**src/rtl/fetch_stage.sv**
```systemverilog
// fetch_stage: RISC-V IF stage holding the PC, driving instruction-memory word offset and the IF/ID register.
// Optional perf counters enabled by defining FETCH_PERF_CNT_EN; otherwise they read 0.
// Ports:
//   clk, rst              rising-edge clock, synchronous active-high reset
//   stall                 hold PC and IF/ID this cycle
//   pc_src, branch_target redirect request and byte target (low two bits dropped)
//   imem_offset/imem_data word offset to memory, combinational instruction returned
//   pc                    current fetch PC
//   ifid_pc, ifid_pc_plus4, ifid_inst, ifid_valid   IF/ID pipeline register
//   fetch_count, stall_count, flush_count           perf counters
module fetch_stage #(
  parameter logic [31:0] PC_RESET = 32'h0000_0000,
  parameter logic [31:0] NOP_INST = 32'h0000_0033,
  parameter int IMEM_ADDR_W = 6
) (
  input  logic clk,
  input  logic rst,
  input  logic stall,
  input  logic pc_src,
  input  logic [31:0] branch_target,
  output logic [IMEM_ADDR_W-1:0] imem_offset,
  input  logic [31:0] imem_data,
  output logic [31:0] pc,
  output logic [31:0] ifid_pc,
  output logic [31:0] ifid_pc_plus4,
  output logic [31:0] ifid_inst,
  output logic ifid_valid,
  output logic [31:0] fetch_count,
  output logic [31:0] stall_count,
  output logic [31:0] flush_count
);
  logic [31:0] pc_q, pc_d, ifid_pc_q, ifid_pc_d, ifid_pc_plus4_q, ifid_pc_plus4_d;
  logic [31:0] ifid_inst_q, ifid_inst_d, pc_plus4;
  logic ifid_valid_q, ifid_valid_d, hold;
  // redirect wins over stall; stall holds everything; otherwise advance
  always_comb begin
    pc_plus4 = pc_q + 32'd4;
    hold = pc_src | stall;
    pc_d = pc_src ? {branch_target[31:2], 2'b00} : stall ? pc_q : pc_plus4;
    ifid_pc_d = hold ? ifid_pc_q : pc_q;
    ifid_pc_plus4_d = hold ? ifid_pc_plus4_q : pc_plus4;
    ifid_inst_d = pc_src ? NOP_INST : stall ? ifid_inst_q : imem_data;
    ifid_valid_d = pc_src ? 1'b0 : stall ? ifid_valid_q : 1'b1;
  end
  always_ff @(posedge clk) begin
    if (rst) begin
      pc_q <= PC_RESET;
      ifid_pc_q <= 32'd0;
      ifid_pc_plus4_q <= 32'd4;
      ifid_inst_q <= NOP_INST;
      ifid_valid_q <= 1'b0;
    end else begin
      pc_q <= pc_d;
      ifid_pc_q <= ifid_pc_d;
      ifid_pc_plus4_q <= ifid_pc_plus4_d;
      ifid_inst_q <= ifid_inst_d;
      ifid_valid_q <= ifid_valid_d;
    end
  end
  assign imem_offset = pc_q[IMEM_ADDR_W+1:2];
  assign pc = pc_q;
  assign ifid_pc = ifid_pc_q;
  assign ifid_pc_plus4 = ifid_pc_plus4_q;
  assign ifid_inst = ifid_inst_q;
  assign ifid_valid = ifid_valid_q;
`ifdef FETCH_PERF_CNT_EN
  logic [31:0] fetch_count_q, stall_count_q, flush_count_q;
  always_ff @(posedge clk) begin
    if (rst) begin
      fetch_count_q <= 32'd0;
      stall_count_q <= 32'd0;
      flush_count_q <= 32'd0;
    end else begin
      fetch_count_q <= fetch_count_q + {31'd0, ~hold};
      stall_count_q <= stall_count_q + {31'd0, stall & ~pc_src};
      flush_count_q <= flush_count_q + {31'd0, pc_src};
    end
  end
  assign fetch_count = fetch_count_q;
  assign stall_count = stall_count_q;
  assign flush_count = flush_count_q;
`else
  assign fetch_count = 32'd0;
  assign stall_count = 32'd0;
  assign flush_count = 32'd0;
`endif
endmodule

```
**config.mk**
```make
export PLATFORM = sky130hd
export DESIGN_NAME = fetch_stage
export DESIGN_NICKNAME = d
export VERILOG_FILES = /design/src/rtl/fetch_stage.sv
export SDC_FILE = /design/constraint.sdc
export NUM_CORES = 1
export LEC_CHECK = 0
export ABC_AREA = 1
export CAP_MARGIN = 20
export CELL_PAD_IN_SITES_DETAIL_PLACEMENT = 1
export CELL_PAD_IN_SITES_GLOBAL_PLACEMENT = 1
export CORE_MARGIN = 4
export CORE_UTILIZATION = 25
export CTS_BUF_LIST = sky130_fd_sc_hd__clkbuf_4 sky130_fd_sc_hd__clkbuf_8
export CTS_CLUSTER_SIZE = 30
export DETAILED_ROUTE_END_ITERATION = 16
export GPL_ROUTABILITY_DRIVEN = 1
export GPL_TIMING_DRIVEN = 0
export HOLD_SLACK_MARGIN = 0.12
export PLACE_DENSITY = 0.71
export SYNTH_ARGS = -nofsm -noshare
export SYNTH_HDL_FRONTEND = slang
export SYNTH_SLANG_ARGS = --single-unit
```
**constraint.sdc**
```tcl
create_clock -name clk -period 4.14 [get_ports clk]
set_input_delay 0.828 -clock clk [delete_from_list [all_inputs] [get_ports clk]]
set_output_delay 0.828 -clock clk [all_outputs]
set_load 0.02 [all_outputs]
```
After elaboration in Yosys (flattened, before gate mapping)
Index checks and enable logic that the tools add are counted.
{"block": "classes", "add_sub_neg": 1, "n_eq_ne": 1, "muxes": 2, "n_bitwise": 1, "n_reduce_logical": 1}
{"cell": "$mux W32", "count": 2}
{"cell": "$add A32 B3 Y32 const B", "count": 1}
{"cell": "$ne A2 B1 Y1 const B", "count": 1}
{"cell": "$reduce_or A2 Y1", "count": 1}
{"cell": "$or A1 B1 Y1", "count": 1}
{"block": "totals", "ff_bits": 129, "out_inout_bits": 231, "elab_cells": 12}

Depth between registers and ports, before layout
{"block": "logic_depth", "depth_word": 3, "depth_mapped": 10, "mapped_depth_nobuf": 10}

Least setup slack after synthesis
No wires, ideal clock.
{"block": "synth_timing", "path_type": "input port to flip-flop", "from": "input pc_src", "to": "register ifid_inst_q[12], in the netlist ifid_inst[12]", "setup_time_ns": 0.070, "t_arrival_ns": 1.682, "path_slack_ns": 2.388, "stages": 6, "n_path_buf": 3, "path_cell_list": "buf_2 -> nor2_1 -> inv_1 -> buf_2 -> buf_2 -> a21oi_1"}
{"block": "synth_via", "elab_chain_len": 1}
{"element": "start, declared", "line": "19", "text": "input logic pc_src,"}
{"element": "$reduce_or A2 Y1 (no source line)"}
{"element": "end signal, assigned", "line": "56", "text": "ifid_inst_q <= ifid_inst_d;"}
{"element": "end, declared", "line": "33", "text": "logic [31:0] ifid_inst_q, ifid_inst_d, pc_plus4;"}
No other way between the ends.
A chain may end at the register's enable or synchronous reset.

Worst setup path after layout
{"block": "layout_timing", "from": "register pc_q[7], in the netlist pc[7]", "to": "output pc[7]"}
{"element": "start, declared", "line": "32", "text": "logic [31:0] pc_q, pc_d, ifid_pc_q, ifid_pc_d, ifid_pc_plus4_q, ifid_pc_plus4_d;"}
{"element": "start signal, assigned", "line": "53", "text": "pc_q <= pc_d;"}
{"element": "end, declared", "line": "23", "text": "output logic [31:0] pc,"}
No word-level cell between the ends.

==> implementation parameters <==
Parameter                              Value

Run status
  Status    finished, final reports clean

Floorplan
  Core footprint    23,700 sq um
  Area of the die    26,800 sq um
  Y dimension of the die    164 microns
  Number of cell rows    56
  Width of the die    164 microns
  Initial Utilization    0.256
  I/O pins    299

Clock network
  # resized after CTS    0
  Clock latency of the later-clocked register in the worst-skew pair    0.45 ns
  Clock slew at the register clock pins of the worst setup and hold paths    0.08 ns
  Post-CTS setup repair buffer count    0
  Number of buffers between clock root and the deepest sink    2
  Clock sink count    123
  Maximum level of the CTS H-tree    4
  Hold Buf Count CTS    0
  TritonCTS clock tree    built
  CTS root buf    sky130_fd_sc_hd__clkbuf_8
  Number of buffers created by CTS    17

Setup path
  Crit path launch type    register
  Delay of the slowest cell on the worst path    0.60 ns
  Critical-path cell list    buf_4, clkdlybuf4s50_1
  Endpoint kind of the worst setup timing path    output pin
  Critical path type    register to output pin
  Endpoint required time on the critical path    3.31 ns
  Maximum net fanout on the critical path    7
  Arrival time reported for the critical path endpoint    1.80 ns
  Cell at the slowest stage of the critical path    sky130_fd_sc_hd__clkdlybuf4s50_1

Synth
  Synth Register Bits    123
  Synthesized instance count    848
  Count of different cell masters after synthesis    28
  Proportion of synthesized chip area in sequential cells    0.406
  Average cell area after synthesis    7.15 sq um
  Yosys Warn Count    0
  Leading register cell type out of synthesis    sky130_fd_sc_hd__dfxtp_1
  Count of flip-flops with a built-in enable after synthesis    0
  Synthesized area    6060 sq um
  Async S/R FF share, synth    0

Job
  Max_cap viols    0

Power
  Net switching power    937 uW
  Power density over cell area    351 nW/um^2
  Leak    3.90 nW
  Combinational share of power    0.188
  Sequential cell fraction of total power    0.396
  Net switching fraction of the power    0.289
  Clk network pwr share    0.415
  Cell Int Power    2.31 mW
  Worst voltage drop across the vdd grid    0.178 mV

Detailed routing
  Remaining DRCs    0
  WL final    23,900 microns
  Via count normalized by instance count    4.19
  Mean routed wirelength per cell    16.0 microns
  DR vias    6,245
  Post-detailed-route count of antenna-violating nets    0
  Total iterations of the first detailed-routing run    4
  DRC marker count from the first detailed-route iteration    271

Layout
  Final non-filler cell total    1,491
  Area Growth Syn to Fin    52.6%
  Diodes inserted    0
  Fraction of final layout cells sized beyond drive strength 1    0.164
  Count of nets after finishing    1,228

Hold path
  Worst hold-check path type    register to register

Placement
  Last weighted congestion value of the routability-driven placer    0.848
  Half-perimeter wire length after detailed placement    19,100 microns
  Placed cell count    1,459
  Number of port buffers    191

Global routing
  Overall global routing resource usage    0.176
  Wire length of the first global-routing pass    36,300 microns
  Maximum number of pins on one net before global-route repair    17
  Number of antenna violations at the first check in global routing    2
  Number of global-route vias before repair    6,494
  GRT Residual Overflow    0

STA
  Worst Skew    0.0111 ns
  Final worst-path cycle share    0.634
  Worst-case headroom to the max-slew limit    0.550
  Measured slew at the worst slew-check pin    0.675 ns
  Setup TNS    0 ns
  RSZ-0062 raised after global routing    no
  Final setup fails    0
  Number of max-slew violations in the final report    0
  Final Hold Violating Endpoints    0
  Fmax    0.381 GHz
  Final critical path time including I/O delays and setup    2.63 ns
==> per-layer routing <==
metal | track usage | wire, microns | vias to the layer above
met5 | 0 | 24 | -
met4 | 0.0454 | 369 | 4
met3 | 0.0696 | 2240 | 29
met2 | 0.302 | 11500 | 201
met1 | 0.205 | 9750 | 2898
li1 | - | - | 3113
==> path summary, 6_finish.rpt <==
| check | start | endpoint | slack, ns | depth (start not counted) |
|---|---|---|---|---|
| worst max-delay path | pc[7] | pc[7] | 1.51 | 2 |
| worst min-delay path | ifid_pc_plus4[2] | ifid_pc_plus4[2] | 0.46 | 2 |
| worst max register to register | pc[3] | ifid_pc_plus4[14] | 2.26 | 8 |
| worst min register to register | ifid_pc_plus4[2] | ifid_pc_plus4[2] | 0.46 | 2 |
==> power by group through the flow <==
stage	clock network (mW)	registers [mW]	logic [mW]
after detailed placement	0	1.31	0.610
final	1.35	1.29	0.612
after CTS	1.39	1.29	0.612
after floorplan	0	1.36	0.302
after global placement	0	1.31	0.604
after global routing	1.43	1.30	0.661
==> registers in the layout (all words and copies together) (netlist names) <==
| register | count |
|---|---|
| ifid_inst | 32 |
| pc | 30 |
| ifid_pc | 30 |
| ifid_pc_plus4 | 30 |
| ifid_valid | 1 |
==> final cells by class <==
cell class	count	area (sq um)
clock inverter	13	240
tap	319	399
fill	3054	14400
sequential	123	2460
buffer	147	983
multi-input combinational	618	2760
clock buffer	19	255
timing repair buffer	191	1910
inverter	61	229
==> worst max-delay path: cells and delay by family, from the launching register on <==
kind                   cells  cell delay [ns]
buffers and inverters      2             0.78
DFF                        1             0.57
==> per-stage QoR <==
| step | hold WS [ns] | util | worst slack (ns) | cell area, sq um | total power [mW] |
|---|---|---|---|---|---|
| finish | 0.461 | 0.390 | 1.51 | 9250 | 3.25 |
| global route | 0.486 | 0.390 | 1.44 | 9250 | 3.39 |
| CTS | 0.467 | 0.390 | 1.46 | 9250 | 3.29 |
| detailed placement | 0.451 | 0.369 | 1.92 | 8750 | 1.92 |
| global placement | 0.447 | 0.369 | 1.98 | 8750 | 1.92 |
| floorplan | 0.537 | - | 2.39 | 6440 | 1.67 |
==> logic make-up after synthesis <==
kind of cell	Yosys count	share of synthesized area
and+or+nand+nor	340	0.238
buffers and inverters	208	0.200
AOI/OAI and AO/OA	170	0.146
DFF	123	0.406
xor gates and xnor gates	5	0.00723
adders and majority gates	1	0.00206
other	1	0.000619
==> synthesized netlist by cell type, drive strengths merged, types with 3 or more instances <==
cell | instances | area share
a21oi | 103 | 0.086
a22o | 3 | 0.0043
a31oi | 8 | 0.0083
buf | 125 | 0.15
clkbuf | 22 | 0.014
dfxtp | 123 | 0.41
inv | 61 | 0.038
nand2 | 230 | 0.15
nand3 | 34 | 0.031
nor2 | 73 | 0.057
o21ai | 55 | 0.045
xor2 | 4 | 0.0058
==> cell usage in the layout, fill, tap and decap left out, drive strengths merged, types with 8 or more instances in the layout <==
master / netlist / routed
nand2: 230 / 230
clkdlybuf4s50: 0 / 191
buf: 125 / 125
dfxtp: 123 / 123
a21oi: 103 / 103
conb: 1 / 102
nor2: 73 / 73
inv: 61 / 62
o21ai: 55 / 55
clkbuf: 22 / 41
nand3: 34 / 34
a31oi: 8 / 8
Note: power is estimated with default switching activity, not from simulation.
